`src/rtl/ps2_packet_rx.sv`:
```
// ps2_packet_rx: PS/2 mouse receiver that assembles three 11-bit frames into a movement packet.
// All state advances on the falling edge of the mouse clock.
module ps2_packet_rx #(
    parameter int SYNC_CHECK = 1,
    parameter int ERR_W      = 8
) (
    input  logic             mouse_clk,
    input  logic             reset,
    input  logic             mouse_data,
    input  logic             pkt_ack,
    output logic             pkt_valid,
    output logic [2:0]       btn,
    output logic [8:0]       x_delta,
    output logic [8:0]       y_delta,
    output logic [1:0]       ovf,
    output logic             overrun,
    output logic [ERR_W-1:0] err_count
);
    typedef enum logic [1:0] {IDLE, DATA, PARITY, STOP} state_t;

    state_t           r_state;
    state_t           w_next;
    logic [2:0]       r_bit_cnt;
    logic [7:0]       r_shift;
    logic             r_par;
    logic [1:0]       r_byte_idx;
    logic [7:0]       r_byte0;
    logic [7:0]       r_byte1;
    logic             r_pkt_valid;
    logic [2:0]       r_btn;
    logic [8:0]       r_x;
    logic [8:0]       r_y;
    logic [1:0]       r_ovf;
    logic             r_overrun;
    logic [ERR_W-1:0] r_err;
    logic             w_good;
    logic             w_bad;
    logic             w_drop;
    logic             w_store;
    logic             w_done;

    always_ff @(negedge mouse_clk or posedge reset) begin
        if (reset) r_state <= IDLE;
        else       r_state <= w_next;
    end

    always_comb begin
        w_next = r_state;
        case (r_state)
            IDLE:    w_next = mouse_data ? IDLE : DATA;
            DATA:    w_next = (r_bit_cnt == 3'd7) ? PARITY : DATA;
            PARITY:  w_next = STOP;
            default: w_next = IDLE;
        endcase
    end

    // Frame verdict is decided on the stop-bit edge using the live stop bit.
    always_comb begin
        w_good  = (r_state == STOP) && mouse_data && (^{r_shift, r_par});
        w_bad   = (r_state == STOP) && !w_good;
        w_drop  = (SYNC_CHECK != 0) && (r_byte_idx == 2'd0) && !r_shift[3];
        w_store = w_good && !w_drop;
        w_done  = w_store && (r_byte_idx == 2'd2);
    end

    always_ff @(negedge mouse_clk or posedge reset) begin
        if (reset) begin
            r_bit_cnt   <= '0;
            r_shift     <= '0;
            r_par       <= 1'b0;
            r_byte_idx  <= '0;
            r_byte0     <= '0;
            r_byte1     <= '0;
            r_pkt_valid <= 1'b0;
            r_btn       <= '0;
            r_x         <= '0;
            r_y         <= '0;
            r_ovf       <= '0;
            r_overrun   <= 1'b0;
            r_err       <= '0;
        end else begin
            if (r_state == DATA) begin
                r_shift   <= {mouse_data, r_shift[7:1]};
                r_bit_cnt <= r_bit_cnt + 3'd1;
            end
            if (r_state == PARITY) r_par <= mouse_data;
            if (w_bad) begin
                r_byte_idx <= '0;
                if (r_err != {ERR_W{1'b1}}) r_err <= r_err + 1'b1;
            end
            if (w_store) begin
                r_byte_idx <= (r_byte_idx == 2'd2) ? 2'd0 : r_byte_idx + 2'd1;
                if (r_byte_idx == 2'd0) r_byte0 <= r_shift;
                if (r_byte_idx == 2'd1) r_byte1 <= r_shift;
            end
            // Byte 2 is taken straight from the shifter when the packet completes.
            if (w_done) begin
                r_pkt_valid <= 1'b1;
                r_btn       <= r_byte0[2:0];
                r_x         <= {r_byte0[4], r_byte1};
                r_y         <= {r_byte0[5], r_shift};
                r_ovf       <= r_byte0[7:6];
                if (r_pkt_valid && !pkt_ack) r_overrun <= 1'b1;
            end else if (r_pkt_valid && pkt_ack) begin
                r_pkt_valid <= 1'b0;
            end
        end
    end

    assign pkt_valid = r_pkt_valid;
    assign btn       = r_btn;
    assign x_delta   = r_x;
    assign y_delta   = r_y;
    assign ovf       = r_ovf;
    assign overrun   = r_overrun;
    assign err_count = r_err;
endmodule

```
`config.mk`:
```
export PLATFORM = sky130hd
export DESIGN_NAME = ps2_packet_rx
export DESIGN_NICKNAME = d
export VERILOG_FILES = /design/src/rtl/ps2_packet_rx.sv
export SDC_FILE = /design/constraint.sdc
export NUM_CORES = 1
export LEC_CHECK = 0
export ABC_AREA = 0
export CAP_MARGIN = 25
export CORE_UTILIZATION = 50
export CTS_BUF_LIST = sky130_fd_sc_hd__clkbuf_4
export DETAILED_ROUTE_END_ITERATION = 16
export DONT_BUFFER_PORTS = 1
export MAX_ROUTING_LAYER = met4
export PLACE_DENSITY = 0.75
export SKIP_CTS_REPAIR_TIMING = 1
export SLEW_MARGIN = 10
export SYNTH_ARGS = -nofsm -noshare
export SYNTH_HDL_FRONTEND = slang
export SYNTH_SLANG_ARGS = --single-unit
```
`constraint.sdc`:
```
create_clock -name mouse_clk -period 3.08 [get_ports mouse_clk]
set_input_delay 0.154 -clock mouse_clk [delete_from_list [all_inputs] [get_ports mouse_clk]]
set_output_delay 0.154 -clock mouse_clk [all_outputs]
set_load 0.03 [all_outputs]
```
==> results of run 1 <==
logic make-up (layout without fill, tap and decap cells):
group	Yosys count	count (layout)
DFF	64	64
muxes	50	50
and+or+nand+nor	27	27
xor gates and xnor gates	13	13
buffers and inverters	9	26
AOI/OAI and AO/OA	8	8
adders and majority gates	3	3
metal layers:
layer,up-vias,wire length [µm]
met4,0,102
met5,-,0
met1,708,1930
li1,642,-
met3,11,270
met2,42,2120
flip-flops by register name, indices dropped and copies added, names as in the netlist, 3 cells and up:
signal	count
r_shift	8
r_byte1	8
r_byte0	7
y_delta	9
err_count	8
x_delta	9
btn	3
r_bit_cnt	3
placed cells by master (no fill, tap or decap), drive strengths merged:
| master | Yosys | layout |
|---|---|---|
| nor2b | 1 | 1 |
| a21o | 3 | 3 |
| ha | 3 | 3 |
| buf | 5 | 8 |
| or2 | 1 | 1 |
| bufinv | 0 | 2 |
| o31a | 1 | 1 |
| nand4 | 3 | 3 |
| nor2 | 4 | 4 |
| nand2 | 7 | 7 |
| xnor3 | 2 | 2 |
| and4b | 2 | 2 |
| nor3b | 1 | 1 |
| clkinvlp | 0 | 1 |
| xnor2 | 2 | 2 |
| and2b | 1 | 1 |
| o21ai | 2 | 2 |
| and4 | 1 | 1 |
| a41oi | 1 | 1 |
| clkinv | 0 | 3 |
| a31o | 1 | 1 |
| and3 | 2 | 2 |
| clkbuf | 1 | 10 |
| and2 | 1 | 1 |
| inv | 3 | 2 |
| nor3 | 2 | 2 |
| mux2 | 49 | 49 |
| dfrtn | 64 | 64 |
| mux2i | 1 | 1 |
| nand2b | 1 | 1 |
| xor2 | 9 | 9 |
stage by stage:
| step | setup TNS (ns) | power [mW] | setup slack [ns] |
|---|---|---|---|
| 4_1_cts | 0 | 3.03 | 0.332 |
| 2_1_floorplan | -0.739 | 2.15 | -0.0453 |
| 5_1_grt | 0 | 3.18 | 0.312 |
| 3_3_place_gp | 0 | 2.34 | 0.0381 |
| 3_5_place_dp | -0.00548 | 2.42 | -0.00398 |
| 6_report | 0 | 3.01 | 0.353 |
area by class of cell:
type | instances | share of cell area [%]
Inverter | 3 | 0.772
Multi-Input combinational cell | 101 | 33.4
Tap cell | 70 | 3.00
Clock inverter | 5 | 2.49
Sequential cell | 64 | 54.9
Clock buffer | 10 | 2.57
Timing Repair Buffer | 8 | 2.92
power by group through the flow:
| stage | Sequential, mW | Combinational [mW] | Clock (mW) |
|---|---|---|---|
| 4_1_cts | 1.47 | 0.933 | 0.624 |
| 5_1_grt | 1.52 | 1.02 | 0.653 |
| 6_report | 1.47 | 0.927 | 0.605 |
| 3_5_place_dp | 1.49 | 0.927 | 0 |
| 2_1_floorplan | 1.40 | 0.751 | 0 |
| 3_3_place_gp | 1.47 | 0.874 | 0 |
path summary, 6_finish.rpt:
kind,endpoint,start,cells past startpoint
worst max-delay path,err_count[2],err_count[2],0
worst min-delay path,r_bit_cnt[0],r_bit_cnt[0],1
worst max register to register,y_delta[1],r_shift[6],6
worst min register to register,r_bit_cnt[0],r_bit_cnt[0],1
max in group asynchronous,err_count[1],reset,2
min in group asynchronous,r_byte1[5],reset,1
==> flow_summary_export.csv, run 1 <==
group,metric,value,unit
outcome,run_status,"finished, final reports clean",
drt,dr.pass1.iters,4,
synth,yosys.area.top_type_share,60.6,%
synth,syn_inst,174,
global_routing,maximum_number_of_pins_on_one_net_before_global_route_repair,40,
power,relative_contribution_of_combinational_cells_to_total_power,30.8,%
place,place_area,2770,µm²
global_routing,wire_length_of_the_first_global_routing_pass,7180,µm
floorplanning,dieHeight,74.7,µm
cts,clock_path_buffers,2,
cts,cts_htree_levels,3,
power,clkPwrFrac,20.1,%
power,power.internal,1.97,mW
global_routing,globalRouteMet3Util,4.69,%
final_layout,instances_no_fill,261,
synth,synthDistinctLibCells,30,
final_layout,finish.net_count,194,
synth,synth.top_cells.by_count,"dfrtn_1, mux2_2, xor2_1, nand2_1, nor2_1",
drt,drc_errors,0,
synth,post_synth_and_or_nand_nor_area_fraction,5.73,%
drt,ant_nets,0,
synth,yosys.area_share.adder,1.42,%
power,power-per-cell-area,1030,nW/µm²
timing,maxSlewViolCount,0,
drt,dr_total_vias,1403,
floorplanning,die-width,74.7,µm
cts,numClockSinks,64,
drt,route.detailed.vias_per_inst,5.38,
floorplanning,initial_core_util,51.7,%
drt,drt-wirelength-per-cell,16.9,µm
synth,synth.cell_area,2640,µm²
synth,synth-seq-area-share,60.6,%
place,hpwlAfterDp,3020,µm
final_layout,multi_input_comb_area,973,µm²
worst_setup_path,critPathMaxFanout,6,
synth,largest_family_of_logic_cells_by_synthesized_area,"multiplexers",
power,power.net_switching,1.04,mW
synth,synth-warning-count,0,
timing,hold-worst-slack,0.433,ns
worst_setup_path,worst-setup-path-type,"reg2out",
place,numPortBuffers,0,
final_layout,seq_area,1600,µm²
floorplanning,num_io_pins,37,
floorplanning,design.die.area,5580,µm²
synth,synthXorXnorAreaFrac,5.35,%
synth,avgSynthCellArea,15.2,µm²
power,share_seq_of_total_power,49.0,%
drt,drc_violation_total_after_the_first_tritonroute_iteration,65,
synth,number_of_synthesized_flops_with_an_enable_pin,0,
run,max_cap_viol_count,0,
place,place.gp.congestion,0.720,
drt,wirelength,4420,µm
final_layout,antenna_cells,0,
power,vdd_ir_drop_max,631,µV
power,proportion_of_total_power_due_to_net_switching,34.5,%
worst_setup_path,cp_data_required_time,2.93,ns
power,power.static_leakage,1.44,nW
cts,cts_tree,"yes",
floorplanning,floorplan.core_area,5110,µm²
synth,async_reset_ff_share,100,%
synth,ys_seq_elements,64,
synth,synth.area.mux_share,21.7,%
cts,clk_transition_reported_paths,0.06,ns
final_layout,fraction_of_final_layout_cells_sized_beyond_drive_strength_1,39.3,%
global_routing,number_of_global_route_vias_before_repair,1483,
final_layout,layout-area-overhead-vs-synth,10.5,%
global_routing,global_route.usage.total,18.5,%
synth,yosysMostFrequentCell,"dfrtn_1",
timing,fin_skew,0.00800,ns
final_layout,layout.cell_area.non_filler,2920,µm²
cts,cts.root.buffer_cell,"clkbuf_4",
worst_setup_path,setup.worst_path.start_class,"flop",
global_routing,grt_use_met1,23.5,%
cts,cts-buffers-inserted,9,
global_routing,globalRouteMet2Util,26.6,%
timing,timing_worst_slew_pin_value,0.556,ns
global_routing,grt.busiest_layer,"met2",
worst_setup_path,reg2reg_slack,0.71,ns
worst_setup_path,worst-endpoint-arrival,2.57,ns
timing,max_slew_margin,62.8,%
synth,synth_area_leaders,"dfrtn_1, mux2_2, xor2_1",
synth,netlist.top_cell.by_area,"dfrtn_1",
synth,synthesis.nets,181,
final_layout,post-route-util,57.1,%
timing,setup_viol,0,
global_routing,grt_residual_overflow,0,
global_routing,grt_antenna_before_repair,0,
worst_setup_path,endpoint_type_of_the_worst_setup_path,"output pin",
place,numPlacedInstances,246,
synth,synth_top_flop_cell,"dfrtn_1",
timing,rsz0062_at_grt,"false",
worst_hold_path,min_path_type,"reg2reg",
synth,synth_compound_gate_area_share,2.23,%
timing,hold_viol,0,
cts,clock_latency,0.36,ns
floorplanning,rows,26,
final_layout,num-fill-cells,408,
(Power assumes the default switching activity.)
==> run 2: changes to the inputs <==
--- a/config.mk
+++ b/config.mk
@@ -8,7 +8,7 @@
 export ABC_AREA = 0
 export CAP_MARGIN = 25
 export CORE_UTILIZATION = 50
-export CTS_BUF_LIST = sky130_fd_sc_hd__clkbuf_4
+export CTS_BUF_LIST = sky130_fd_sc_hd__clkbuf_2 sky130_fd_sc_hd__clkbuf_4 sky130_fd_sc_hd__clkbuf_8
 export DETAILED_ROUTE_END_ITERATION = 16
 export DONT_BUFFER_PORTS = 1
 export MAX_ROUTING_LAYER = met4
==> run 2 against run 1 <==
  * Critical path depth up 6
  * Utilization up 1.5 points
  * Largest cell class unchanged
  * Register-to-register slack worse by 0.02 ns
  * Sequential share of layout area fell by 1.4 points
  * First-iteration DRC count down 4.6%
  * Die area unchanged
  * Cell count stayed put
  * Total power increased by 6.8%
  * Sequential power about the same
  * Setup slack got worse by 0.044 ns
==> flow_summary_export.csv, run 2 (synthesized netlist as in run 1, its figures left out) <==
group,metric,value,unit
final_layout,instances_no_fill,261,
cts,cts_tree,"yes",
drt,ant_nets,0,
floorplanning,floorplan.core_area,5110,µm²
floorplanning,initial_core_util,51.7,%
global_routing,number_of_global_route_vias_before_repair,1511,
drt,drt-wirelength-per-cell,17.1,µm
global_routing,grt_antenna_before_repair,0,
drt,drc_errors,0,
cts,cts.root.buffer_cell,"clkbuf_8",
drt,route.detailed.vias_per_inst,5.32,
cts,clk_transition_reported_paths,0.05,ns
drt,wirelength,4470,µm
cts,numClockSinks,64,
final_layout,num-fill-cells,390,
global_routing,grt_residual_overflow,0,
global_routing,global_route.usage.total,19.0,%
floorplanning,die-width,74.7,µm
place,numPortBuffers,0,
floorplanning,dieHeight,74.7,µm
cts,cts_htree_levels,3,
worst_hold_path,min_path_type,"reg2reg",
place,place.gp.congestion,0.720,
place,numPlacedInstances,246,
worst_setup_path,critPathMaxFanout,25,
floorplanning,rows,26,
final_layout,layout-area-overhead-vs-synth,13.4,%
worst_setup_path,setup.worst_path.start_class,"primary input",
final_layout,finish.net_count,194,
final_layout,layout.cells.most_common,"dfrtn_1",
timing,maxSlewViolCount,0,
drt,drc_violation_total_after_the_first_tritonroute_iteration,62,
cts,cts-buffers-inserted,9,
global_routing,maximum_number_of_pins_on_one_net_before_global_route_repair,40,
cts,clock_path_buffers,2,
cts,clock_latency,0.32,ns
final_layout,antenna_cells,0,
drt,dr.pass1.iters,4,
worst_setup_path,endpoint_type_of_the_worst_setup_path,"flop",
outcome,run_status,"finished, final reports clean",
worst_setup_path,worst-endpoint-arrival,1.40,ns
power,vdd_ir_drop_max,669,µV
worst_setup_path,crit_path_top_delay_cell,"mux2_2",
final_layout,layout.cell_area.non_filler,2990,µm²
worst_setup_path,reg2reg_slack,0.69,ns
timing,fin_skew,0.00390,ns
floorplanning,num_io_pins,37,
final_layout,final_cell_mix,"dfrtn_1, mux2_2, clkbuf_8, xor2_1, nand2_1",
global_routing,wire_length_of_the_first_global_routing_pass,7270,µm
timing,hold-worst-slack,0.433,ns
power,power-per-cell-area,1070,nW/µm²
timing,rsz0062_at_grt,"false",
worst_setup_path,cp_data_required_time,1.71,ns
run,max_cap_viol_count,0,
worst_setup_path,worst-setup-path-type,"in2reg",
floorplanning,design.die.area,5580,µm²
timing,setup_viol,0,
timing,max_slew_margin,63.1,%
drt,dr_total_vias,1388,
worst_setup_path,path_cells,"inv_8 -> or2_4 -> mux2i_4 -> and4b_1 -> buf_12 -> mux2_2",
power,power.static_leakage,1.48,nW
timing,timing_worst_slew_pin_value,0.552,ns
place,hpwlAfterDp,3020,µm
place,place_area,2770,µm²
final_layout,fraction_of_final_layout_cells_sized_beyond_drive_strength_1,40.3,%
worst_setup_path,critical-path-max-stage-delay,0.35,ns
timing,hold_viol,0,
-- run 2: cell type report --
type	instances	area (µm²)	area share (%)
Clock buffer	12	159	5.31
Inverter	3	22.5	0.752
Multi-Input combinational cell	101	973	32.5
Sequential cell	64	1600	53.5
Clock inverter	3	65.1	2.17
Timing Repair Buffer	8	85.1	2.84
Tap cell	70	87.6	2.93
-- run 2: per-stage QoR --
stage | power, mW | utilization (%) | worst slack, ns | TNS (ns)
after detailed placement | 2.42 | 54.2 | -0.00398 | -0.00548
after global placement | 2.34 | 54.2 | 0.0381 | 0
final | 3.21 | 58.6 | 0.309 | 0
after global routing | 3.39 | 58.6 | 0.265 | 0
after floorplan | 2.15 | - | -0.0453 | -0.739
after CTS | 3.23 | 58.6 | 0.318 | 0
-- run 2: worst paths after layout --
check / endpoint / cells after the start / startpoint
setup / recovery: y_delta[1] / 6 / mouse_data
hold reg to reg: r_bit_cnt[0] / 1 / r_bit_cnt[0]
min in group asynchronous: x_delta[5] / 1 / reset
setup reg to reg: y_delta[1] / 6 / r_shift[6]
hold / removal: r_bit_cnt[0] / 1 / r_bit_cnt[0]
max in group asynchronous: err_count[7] / 2 / reset
-- run 2: power by group --
part           leakage (nW)  switching [mW]  internal [mW]
Combinational         0.529           0.384          0.545
Clock                 0.116           0.299          0.503
Sequential            0.832           0.381           1.10
-- run 2: critical path, delay by kind of cell --
kind / cells / cell delay (ns)
multiplexers: 2 / 0.51
AND/OR/NAND/NOR: 2 / 0.50
buffers and inverters: 2 / 0.21
-- run 2: metal layers --
layer | global-route usage (%) | part of all wire [%] | vias up
li1 | - | - | 638
met1 | 23.1 | 45 | 714
met5 | - | 0 | -
met3 | 7.10 | 5.8 | 7
met4 | 8.60 | 1.5 | 0
met2 | 28.1 | 48 | 29
